## config.mk

```make
export PLATFORM = sky130hd
export DESIGN_NAME = instr_fetch_flat
export DESIGN_NICKNAME = d
export VERILOG_FILES = /design/src/rtl/instr_fetch_if.sv /design/src/rtl/instr_fetch.sv /design/src/flat_wrapper.sv
export SDC_FILE = /design/constraint.sdc
export NUM_CORES = 1
export LEC_CHECK = 0
export CAP_MARGIN = 5
export CORE_AREA = 5 5 71 73
export CTS_CLUSTER_DIAMETER = 120
export DETAILED_ROUTE_END_ITERATION = 8
export DIE_AREA = 0 0 76 78
export HOLD_SLACK_MARGIN = 0.12
export PLACE_DENSITY_LB_ADDON = 0.2
export SKIP_LAST_GASP = 1
export SLEW_MARGIN = 5
export SYNTH_ARGS = -nofsm -noshare
export SYNTH_HDL_FRONTEND = slang
export SYNTH_SLANG_ARGS = --single-unit
```

## constraint.sdc

```tcl
create_clock -name clk -period 5.4 [get_ports clk]
set_input_delay 0.81 -clock clk [delete_from_list [all_inputs] [get_ports clk]]
set_output_delay 0.81 -clock clk [all_outputs]
set_load 0.01 [all_outputs]
```

## src/rtl/instr_fetch_if.sv

```systemverilog
// Instruction memory read port shared by the fetch stage and the memory.
// The fetcher drives address/request; the memory returns data/valid.
interface instr_fetch_if #(
  parameter int ADDR_W = 8
);
  logic [ADDR_W-1:0] mem_addr;
  logic              mem_rd_en;
  logic [15:0]       mem_rdata;
  logic              mem_rvalid;

  modport master (
    output mem_addr,
    output mem_rd_en,
    input  mem_rdata,
    input  mem_rvalid
  );

  modport slave (
    input  mem_addr,
    input  mem_rd_en,
    output mem_rdata,
    output mem_rvalid
  );
endinterface

```

## src/rtl/instr_fetch.sv

```systemverilog
// Fetch stage: owns the pc, reads 16-bit words from instruction memory,
// and hands them downstream, stepped by a button or free-running.
module instr_fetch #(
  parameter int           ADDR_W   = 8,
  parameter logic [7:0]   RESET_PC = 8'h00,
  parameter int           TIMEOUT  = 15,
  parameter logic [3:0]   HALT_OP  = 4'hF
) (
  input  logic              clk,
  input  logic              rst_n,
  input  logic              run_mode,
  input  logic              manual_plus,
  instr_fetch_if.master     mem,
  output logic [15:0]       order,
  output logic              order_valid,
  output logic [ADDR_W-1:0] pc,
  output logic              busy,
  output logic              halted,
  output logic              fetch_err
);

  typedef enum logic [1:0] {
    IDLE = 2'd0,
    REQ  = 2'd1,
    WAIT = 2'd2
  } state_t;

  localparam logic [7:0] CNT_LAST = 8'(TIMEOUT - 1);

  state_t            state_q, state_d;
  logic [2:0]        sync_q;
  logic              step_evt;
  logic              step_pend_q, step_pend_d;
  logic [7:0]        wait_cnt_q, wait_cnt_d;
  logic [ADDR_W-1:0] pc_q, pc_d;
  logic [ADDR_W-1:0] addr_q, addr_d;
  logic [15:0]       order_q, order_d;
  logic              ov_q, ov_d;
  logic              halted_q, halted_d;
  logic              err_q, err_d;
  logic              trigger;
  logic              take;

  // Button: two-flop synchroniser plus one history flop for edge detect.
  always_ff @(posedge clk or negedge rst_n) begin
    if (!rst_n) begin
      sync_q <= 3'b000;
    end else begin
      sync_q <= {sync_q[1:0], manual_plus};
    end
  end

  assign step_evt = sync_q[1] & ~sync_q[2];
  assign trigger  = ~halted_q & (run_mode | step_pend_q);
  assign take     = (state_q == IDLE) & trigger;

  // One-deep step request; edges landing while it is pending are dropped.
  always_comb begin
    step_pend_d = step_pend_q;
    if (take) begin
      step_pend_d = 1'b0;
    end else if (step_evt && !run_mode) begin
      step_pend_d = 1'b1;
    end
  end

  // Next-state, datapath updates and sticky flags.
  always_comb begin
    state_d    = state_q;
    wait_cnt_d = wait_cnt_q;
    pc_d       = pc_q;
    addr_d     = addr_q;
    order_d    = order_q;
    ov_d       = 1'b0;
    halted_d   = halted_q;
    err_d      = err_q;
    unique case (state_q)
      IDLE: begin
        if (trigger) begin
          addr_d  = pc_q;
          state_d = REQ;
        end
      end
      REQ: begin
        wait_cnt_d = 8'd0;
        state_d    = WAIT;
      end
      WAIT: begin
        if (mem.mem_rvalid) begin
          order_d  = mem.mem_rdata;
          ov_d     = 1'b1;
          pc_d     = pc_q + ADDR_W'(1);
          halted_d = halted_q |
                     (mem.mem_rdata[15:12] == HALT_OP);
          state_d  = IDLE;
        end else if (wait_cnt_q == CNT_LAST) begin
          err_d   = 1'b1;
          state_d = IDLE;
        end else begin
          wait_cnt_d = wait_cnt_q + 8'd1;
        end
      end
      default: begin
        state_d = IDLE;
      end
    endcase
  end

  // State and datapath registers; reset aborts any fetch in flight.
  always_ff @(posedge clk or negedge rst_n) begin
    if (!rst_n) begin
      state_q     <= IDLE;
      step_pend_q <= 1'b0;
      wait_cnt_q  <= 8'd0;
      pc_q        <= ADDR_W'(RESET_PC);
      addr_q      <= '0;
      order_q     <= 16'h0000;
      ov_q        <= 1'b0;
      halted_q    <= 1'b0;
      err_q       <= 1'b0;
    end else begin
      state_q     <= state_d;
      step_pend_q <= step_pend_d;
      wait_cnt_q  <= wait_cnt_d;
      pc_q        <= pc_d;
      addr_q      <= addr_d;
      order_q     <= order_d;
      ov_q        <= ov_d;
      halted_q    <= halted_d;
      err_q       <= err_d;
    end
  end

  assign mem.mem_rd_en = (state_q == REQ);
  assign mem.mem_addr  = addr_q;
  assign order         = order_q;
  assign order_valid   = ov_q;
  assign pc            = pc_q;
  assign busy          = (state_q != IDLE);
  assign halted        = halted_q;
  assign fetch_err     = err_q;

endmodule

```

## src/flat_wrapper.sv

```systemverilog
// flat-port wrapper written by rule: the top's interface ports become plain ports
module instr_fetch_flat 
#(
  parameter int           ADDR_W   = 8,
  parameter logic [7:0]   RESET_PC = 8'h00,
  parameter int           TIMEOUT  = 15,
  parameter logic [3:0]   HALT_OP  = 4'hF
)
  (clk, rst_n, run_mode, manual_plus, order, order_valid, pc, busy, halted, fetch_err, mem_mem_addr, mem_mem_rd_en, mem_mem_rdata, mem_mem_rvalid);
  instr_fetch_if #(.ADDR_W(ADDR_W)) mem_i ();
  input  logic clk;
  input  logic rst_n;
  input  logic run_mode;
  input  logic manual_plus;
  output logic [15:0] order;
  output logic order_valid;
  output logic [ADDR_W-1:0] pc;
  output logic busy;
  output logic halted;
  output logic fetch_err;
  output wire logic [$bits(mem_i.mem_addr)-1:0] mem_mem_addr;
  output wire logic [$bits(mem_i.mem_rd_en)-1:0] mem_mem_rd_en;
  input wire logic [$bits(mem_i.mem_rdata)-1:0] mem_mem_rdata;
  input wire logic [$bits(mem_i.mem_rvalid)-1:0] mem_mem_rvalid;
  assign mem_mem_addr = mem_i.mem_addr;
  assign mem_mem_rd_en = mem_i.mem_rd_en;
  assign mem_i.mem_rdata = mem_mem_rdata;
  assign mem_i.mem_rvalid = mem_mem_rvalid;
  instr_fetch #(.ADDR_W(ADDR_W), .RESET_PC(RESET_PC), .TIMEOUT(TIMEOUT), .HALT_OP(HALT_OP)) u_core (.clk(clk), .rst_n(rst_n), .run_mode(run_mode), .manual_plus(manual_plus), .mem(mem_i), .order(order), .order_valid(order_valid), .pc(pc), .busy(busy), .halted(halted), .fetch_err(fetch_err));
endmodule
```

Yosys cells after proc, flatten, opt, wreduce, memory -nomap -nowiden
Index checks and enable logic that the tools add are counted.
Cells by class
  mux-type cells: 11
  order comparisons: 0
  add/sub/neg operators: 2
  reductions and logical operators: 11
  bitwise gates (word level): 8
  shifts and indexed selects: 0
  div/mod/pow operators: 0
  multiply operators: 0
  equality and inequality tests: 8
Operators by type and width (count)
  $add A8 B1 Y8 const B: 2
  $mux W8: 2
  $pmux W8 S2: 1
  $eq A8 B4 Y1 const B: 1
  $mux W2: 3
  $pmux W2 S3: 1
  $reduce_and A2 Y1: 3
  $reduce_and A3 Y1: 2
  $reduce_bool A2 Y1: 3
  $eq A4 B4 Y1 const B: 1
  $mux W1: 4
  $ne A2 B2 Y1 const B: 2
  $and A1 B1 Y1: 3
  $ne A3 B2 Y1 const B: 1
  $not A1 Y1: 3
  $eq A2 B1 Y1 const B: 1
  $eq A2 B2 Y1 const B: 1
  $logic_not A2 Y1: 1
  $ne A2 B1 Y1 const B: 1
  $or A1 B1 Y1: 2
  $logic_and A1 B1 Y1: 1
  $logic_not A1 Y1: 1
Storage, ports and cells
  register bits: 49
  bits in writable memories: 0
  memories: 0
  ROM bits: 0
  latch bits: 0
  output and inout port bits: 37

Longest topological paths before layout
Gate-level depths: netlist of the first run.
  depth after elaboration: 5
  mapped depth: 7
  gate-level depth less buffers: 6

Worst setup path before layout of the first run
OpenSTA, ideal clock, no wires.
  kind: reg2out
  start point: register u_core.state_q[0]
  end point: output port mem_mem_rd_en
  slack: 3.660 ns
  stages on the path, launching flop included: 5
  required time: 4.590 ns
  arrival time: 0.930 ns
  path through: dfrtp_1 -> clkbuf_2 -> nand2b_1 -> clkbuf_1 -> inv_1
Between the ends
  word-level cells in the longest chain between the ends: 1
RTL lines
  start, declared: RTL line instr_fetch.sv:30  | state_t state_q, state_d;
  start signal, assigned: RTL line instr_fetch.sv:122  | state_q <= state_d;
  $eq A2 B1 Y1: RTL line instr_fetch.sv:134  | assign mem.mem_rd_en = (state_q == REQ);
  end, declared: RTL line flat_wrapper.sv:22  | output wire logic [$bits(mem_i.mem_rd_en)-1:0] mem_mem_rd_en;
Every way passes these cells.

Final worst setup path of the first run
  start point: input port mem_mem_rvalid
  end point: register u_core.pc_q[3], in the netlist u_core.pc[3]
Between the ends
  word-level cells in the longest chain between the ends: 1
RTL lines
  start, declared: RTL line flat_wrapper.sv:24  | input wire logic [$bits(mem_i.mem_rvalid)-1:0] mem_mem_rvalid;
  $reduce_and A2 Y1 (no source line)
  end signal, assigned: RTL line instr_fetch.sv:115  | pc_q <= ADDR_W'(RESET_PC);
  end signal, assigned: RTL line instr_fetch.sv:125  | pc_q <= pc_d;
  end, declared: RTL line instr_fetch.sv:35  | logic [ADDR_W-1:0] pc_q, pc_d;
Every way passes these cells.
A chain may end at the register's enable or synchronous reset.

==> results of run 1 <==
==> logic make-up (layout without fill, tap and decap cells) <==
group,count (synthesis),after routing,share of synthesized area (%)
AO/OA/AOI/OAI,14,14,6.11
XOR/XNOR,7,7,2.99
adder cells (fa/ha/maj),3,3,1.83
buffers and inverters,16,73,3.54
flip-flops,49,49,59.9
multiplexers,9,9,4.83
AND/OR/NAND/NOR,91,91,20.8
==> worst max-delay path: cells and delay by family <==
family	cells	cell delay (ps)
buf+inv	2	1300
simple gates	2	810
xor+xnor	1	150
==> stage by stage <==
| stage | hold slack (ps) | utilization (%) | cells | power, uW |
|---|---|---|---|---|
| 2_1_floorplan | 331 | - | 189 | 803 |
| 3_3_place_gp | 336 | 61.4 | 290 | 1050 |
| 3_5_place_dp | 341 | 61.4 | 290 | 1060 |
| 4_1_cts | 363 | 63.4 | 298 | 1270 |
| 5_1_grt | 386 | 63.4 | 298 | 1340 |
| 6_report | 357 | 63.4 | 298 | 1250 |
==> placed cells by master (no fill, tap or decap), types with 2 or more instances in the layout <==
cell type / instances
nand2_1: 60
clkdlybuf4s50_1: 56
dfrtp_1: 49
inv_1: 8
nand3_1: 7
mux2_2: 7
o21ai_0: 5
xnor2_1: 5
clkbuf_8: 5
nand4_1: 4
nor2_1: 4
ha_1: 3
nor3_1: 2
nor4_1: 2
a21o_1: 2
xor2_1: 2
mux2i_1: 2
clkinvlp_4: 2
==> cell usage after synthesis <==
cell,count,area share [%]
nor3b_1,1,0.37
nor3b_4,1,0.92
o21ai_2,1,0.43
xnor2_1,5,2.1
clkbuf_1,2,0.37
mux2_2,7,3.8
buf_2,3,0.73
o311ai_4,1,1.3
o211ai_1,1,0.37
nor3_2,1,0.49
a21oi_2,1,0.43
and4_1,1,0.43
o21bai_1,1,0.37
buf_4,2,0.73
nand3_1,7,1.7
o21ai_0,5,1.2
mux2i_1,2,0.98
and3_1,1,0.31
or2_2,1,0.31
clkbuf_2,1,0.24
o41ai_2,1,0.79
dfrtp_1,49,60
nand4b_1,1,0.43
nand2_1,60,11
or3b_1,1,0.43
nand3b_1,1,0.37
nor3_1,2,0.49
nand4_1,4,1.2
ha_1,3,1.8
xor2_1,2,0.86
nand2b_1,1,0.31
a21o_1,2,0.73
inv_1,8,1.5
or3_1,1,0.31
a32o_1,1,0.49
nand2b_2,1,0.43
nor4_1,2,0.61
nor2_1,4,0.73
==> metal layers <==
metal,vias up,wire length [microns],global-route usage [%]
met5,-,0,0
met4,0,52,5.87
met3,5,315,5.21
met2,41,1760,22.3
met1,692,1820,16.7
li1,736,-,-
==> flip-flops by register name, indices dropped and copies added (netlist names), 2 cells and up <==
| signal | flops |
|---|---|
| u_core.order | 16 |
| u_core.pc | 8 |
| u_core.state_q | 2 |
| u_core.wait_cnt_q | 8 |
| u_core.sync_q | 3 |
| u_core.mem.mem_addr | 8 |
==> power by group through the flow <==
stage          registers [uW]  logic (uW)  clock network, uW
3_5_place_dp              577         480                  0
5_1_grt                   589         525                229
6_report                  572         471                207
2_1_floorplan             593         210                  0
3_3_place_gp              579         474                  0
4_1_cts                   573         481                220
==> path summary, 6_finish.rpt <==
check	end	slack (ps)	depth (start not counted)
setup / recovery	u_core.pc[3]	2490	5
hold / removal	u_core.sync_q[1]	360	0
setup reg to reg	u_core.pc[3]	2930	4
hold reg to reg	u_core.sync_q[1]	360	0
max in group asynchronous	u_core.halted	4050	1
min in group asynchronous	u_core.wait_cnt_q[4]	700	1
==> area by class of cell <==
type | count | area share [%]
Clock buffer | 6 | 2.66
Clock inverter | 2 | 0.551
Inverter | 8 | 1.10
Multi-Input combinational cell | 124 | 27.5
Sequential cell | 49 | 45.0
Tap cell | 52 | 2.39
Timing Repair Buffer | 57 | 20.8
==> key figures, run 1 <==
Timing
  • Worst Slack Setup Final: 2490 ps
  • RSZ-0062 raised after global routing: no
  • Slew at the pin with the worst max-slew slack: 1060 ps
  • Pins Over Slew Limit: 0
  • Fmax: 344 MHz
  • Layout Skew: 7.43 ps
  • Setup-failing EPs final: 0
  • Tmin final: 2910 ps
  • Slew headroom: 29.2%
  • Setup TNS: 0 ps
  • Crit share post-route: 53.9%
  • Fin. Hold Viols: 0

Status
  • Status: finished clean

Synthesis
  • Post-synth cell types: 38
  • Yosys warns: 0
  • Post-synthesis net count: 213
  • Post-Syn Area: 0.00205 sq mm
  • Syn_area_per_cell: 10.8 sq um
  • Yosys reg bits: 49
  • Post-Synthesis Cells: 189
  • Seq/Total Area, Yosys: 59.9%

Global routing
  • Vias in the first global route: 1517
  • Total gr overflow: 0
  • Total track usage: 13.9%
  • Largest net degree at the start of global routing: 50
  • First-pass GRT wire length: 6690 microns
  • Initial antenna violation count: 0

Pwr
  • Leak: 0.00127 uW
  • Cell Pwr Density: 459 mW/mm^2
  • Clock power share: 16.6%
  • Maximum VDD drop: 0.305 mV
  • Int Pwr: 831 uW
  • Reg power frac: 45.7%
  • Comb power frac: 37.7%
  • NetSw: 419 uW
  • Sw Share: 33.5%

Clock tree
  • Root Buffer: clkbuf_8
  • Reg clk slew, reported paths: 90 ps
  • CTS tree: built
  • Clock H-tree levels: 2
  • Clk_lat worst skew: 290 ps
  • Hold_buf cts: 0
  • Cells resized by post-CTS repair: 0
  • Post-CTS Setup Inserts: 0
  • Clock tree buffer depth: 2
  • Clock sinks: 49
  • Clock buffer count from CTS: 5

Cells and area
  • Finished Cell Area: 0.00272 sq mm
  • Reg area: 0.00123 sq mm
  • Area grow syn2layout: 33.0%
  • Area of the multi-input gates: 749 sq um
  • Nets: 269
  • Diodes inserted: 0
  • Layout cells sized above 1: 9.35%
  • Fill count: 368

Placed design
  • DP Worst Slack: 2140 ps
  • # port buffers: 57
  • Dpl cell area: 0.00264 sq mm
  • GPL Wtd Cong: 0.743
  • Post-DP HPWL: 2770 microns

Floorplan
  • IO Count: 58
  • Full die area: 0.00593 sq mm
  • Chip height: 78 microns
  • Initial core utilization: 47.7%
  • Chip Width: 76 microns
  • # rows: 24
  • Core area: 0.00429 sq mm

Route
  • Via/cell ratio: 4.95
  • Final WL: 3950 microns
  • Antenna Nets Post-Route: 0
  • Via Count: 1474
  • Pre-antenna DRT Iters: 4
  • Routed len/inst: 13.2 microns
  • DRC: 0
  • Initial DRC count: 25

Min path
  • Hold Startpoint: u_core.sync_q[0]
  • Worst hold path type: reg -> reg

Setup path
  • CP max FO: 22
  • R2R Path Start: u_core.state_q[0]
  • Crit-path slowest cell: inv_1
  • Crit path DAT: 3090 ps
  • Startpoint types: input pin
  • Required time of the worst setup path: 5590 ps
  • Slowest cell delay on critical path: 750 ps
  • Crit path capture type: flop
  • WS Path Type: in -> reg
  • CP Cell Sequence: clkdlybuf4s50_1 > nand3b_1 > inv_1 > nand4_1 > xnor2_1
  • Critical path launch point: mem_mem_rvalid

Flow run
  • Max_cap viols: 0
Note: power is estimated with default switching activity, not from simulation.
==> inputs of run 2 (changes only) <==
Settings changed: CORE_AREA 5 5 71 73 to 5 5 73 75, DIE_AREA 0 0 76 78 to 0 0 78 80.
Clock period 5.4 ns to 2.9 ns, I/O delays scaled along.
==> run 2 against run 1 <==
Die area is 5.3% higher. Design area is 1.1% higher. Wire length is 0.15% higher. Count of clock-buffer cells in the layout is 1 higher. Register-to-register slack worse by 2300 ps. Via count grew 1.4%. Largest power group unchanged.
==> key figures, run 2 (synthesis results as in run 1) <==
Status
  • Status: finished clean

Setup path
  • CP Buf/Inv Count: 1 (-1)
  • Required time of the worst setup path: 3130 ps (-2460 ps)
  • Crit path DAT: 2500 ps (-590 ps)
  • Startpoint types: flop
  • R2R Setup Slk: 630 ps (-2300 ps)
  • Slowest cell delay on critical path: 770 ps (+20 ps)
  • WS Path Type: reg -> reg
  • CP max FO: 11 (-50%)
  • R2R Path Start: u_core.wait_cnt_q[0]
  • Top delay family on crit path: compound AO/OA/AOI/OAI gates
  • CP Cell Sequence: inv_1 > ha_1 > or3b_1 > o41ai_2 > nand2b_2 > mux2i_1
  • Critical path launch point: u_core.wait_cnt_q[0]
  • Crit path capture type: flop
  • Crit-path slowest cell: o41ai_2

Pwr
  • Sw Share: 33.3% (-0.19 points)
  • Cell Pwr Density: 848 mW/mm^2 (+85%)
  • NetSw: 778 uW (+86%)
  • Clock power share: 16.4% (-0.2 points)
  • Leak: 0.00129 uW (+1.6%)
  • Comb power frac: 38.2% (+0.5 points)
  • Maximum VDD drop: 0.443 mV (+45%)
  • Int Pwr: 1560 uW (+87%)
  • Reg power frac: 45.4% (-0.3 points)

Timing
  • Crit share post-route: 78.3%
  • Slew headroom: 35.7% (+6.4 points)
  • Fmax: 440 MHz
  • Fin. Hold Viols: 0 (unchanged)
  • Slew at the pin with the worst max-slew slack: 955 ps (-107 ps)
  • Setup TNS: 0 ps (unchanged)
  • Worst Slack Setup Final: 630 ps (-1860 ps)
  • Setup-failing EPs final: 0 (unchanged)
  • Layout Skew: 4.18 ps (-3.25 ps)
  • RSZ-0062 raised after global routing: no
  • Hold_ws: 215 ps (-142 ps)
  • Tmin final: 2270 ps
  • Pins Over Slew Limit: 0 (unchanged)

Floorplan
  • Chip Width: 78 microns (+2.6%)
  • Core area: 0.00460 sq mm (+7.1%)
  • Chip height: 80 microns (+2.6%)
  • Initial core utilization: 44.5% (-3.2 points)
  • IO Count: 58 (unchanged)
  • # rows: 25 (+4.2%)
  • Full die area: 0.00624 sq mm (+5.3%)

Placed design
  • Dpl cell area: 0.00267 sq mm (+1.2%)
  • Placed Instances: 296 (+2.1%)
  • # port buffers: 57 (unchanged)
  • GPL Wtd Cong: 0.746 (+0.39%)
  • Post-DP HPWL: 2850 microns (+2.9%)
  • DP Worst Slack: 617 ps (-1520 ps)

Clock tree
  • Cells resized by post-CTS repair: 0 (unchanged)
  • Reg clk slew, reported paths: 80 ps (about the same)
  • Clock buffer count from CTS: 5 (unchanged)
  • Clk_lat worst skew: 290 ps (about the same)
  • Clock tree buffer depth: 2 (unchanged)
  • Clock sinks: 49 (unchanged)
  • Root Buffer: clkbuf_8
  • Post-CTS Setup Inserts: 0 (unchanged)
  • Clock H-tree levels: 2 (unchanged)
  • Hold_buf cts: 0 (unchanged)
  • CTS tree: built

Route
  • Antenna Nets Post-Route: 0 (unchanged)
  • DRC: 0 (unchanged)
  • Pre-antenna DRT Iters: 4 (unchanged)
  • Initial DRC count: 73 (+190%)
  • Final WL: 3950 microns (+0.15%)
  • Via Count: 1494 (+1.4%)
  • Via/cell ratio: 4.91 (-0.64%)
  • Routed len/inst: 13.0 microns (-1.8%)

Global routing
  • Total gr overflow: 0 (unchanged)
  • Vias in the first global route: 1512 (-0.33%)
  • First-pass GRT wire length: 6740 microns (+0.82%)
  • Initial antenna violation count: 0 (unchanged)
  • Total track usage: 13.6% (-0.29 points)
  • Largest net degree at the start of global routing: 39 (-22%)

Cells and area
  • Final Non-Filler Cells: 304 (+2.0%)
  • Most frequent cells in the layout: 60 x nand2_1, 56 x clkdlybuf4s50_1, 49 x dfrtp_1
  • Diodes inserted: 0 (unchanged)
  • Finished Cell Area: 0.00275 sq mm (+1.1%)
  • Area grow syn2layout: 34.4%
  • Most common cell after layout, fill and taps aside: nand2_1
  • Nets: 273 (+1.5%)
  • Max reg flops: 16 (unchanged)
  • Layout cells sized above 1: 10.4% (+1.1 points)

Min path
  • Worst hold path type: in -> async

Flow run
  • Max_cap viols: 0 (unchanged)
## run 2: path summary, 6_finish.rpt
path / end / cells past startpoint
worst max-delay path: u_core.wait_cnt_q[3] / 6
worst min-delay path: u_core.wait_cnt_q[4] / 1
worst max register to register: u_core.wait_cnt_q[3] / 6
worst min register to register: u_core.sync_q[1] / 0
max in group asynchronous: u_core.order[9] / 2
min in group clk: u_core.sync_q[1] / 0
## run 2: stage by stage
stage               total power, uW  util, %
global placement               1960     58.0
floorplan                      1500        -
detailed placement             1980     58.0
global route                   2510     59.9
CTS                            2380     59.9
finish                         2340     59.9
## run 2: final cells by class
class | instances | area [sq um]
inverter | 8 | 30.0
sequential | 49 | 1230
multi-input combinational | 124 | 749
fill | 402 | 1850
tap | 54 | 67.6
clock inverter | 1 | 7.51
timing repair buffer | 61 | 596
clock buffer | 7 | 76.3
## run 2: worst reg2reg max path, cell delays in order, from the launching register on
cell and delay [ps]:
dfrtp_1 420, inv_1 70, ha_1 130, or3b_1 370, o41ai_2 770, nand2b_2 270
mux2i_1 170
## run 2: power by group through the flow
stage / logic, uW / clock network (uW) / registers [uW]
6_report: 893 / 383 / 1060
5_1_grt: 987 / 424 / 1100
4_1_cts: 916 / 401 / 1060
3_5_place_dp: 914 / 0 / 1070
3_3_place_gp: 895 / 0 / 1070
2_1_floorplan: 391 / 0 / 1100
## run 2: per-layer routing
| layer | vias to the layer above | wire [microns] | GRT usage [%] | part of all wire [%] |
|---|---|---|---|---|
| met2 | 47 | 1760 | 21.9 | 45 |
| met3 | 5 | 396 | 6.09 | 10 |
| met5 | - | 0 | 0 | 0 |
| met4 | 0 | 55 | 4.05 | 1.4 |
| met1 | 701 | 1740 | 16.4 | 44 |
| li1 | 741 | - | - | - |
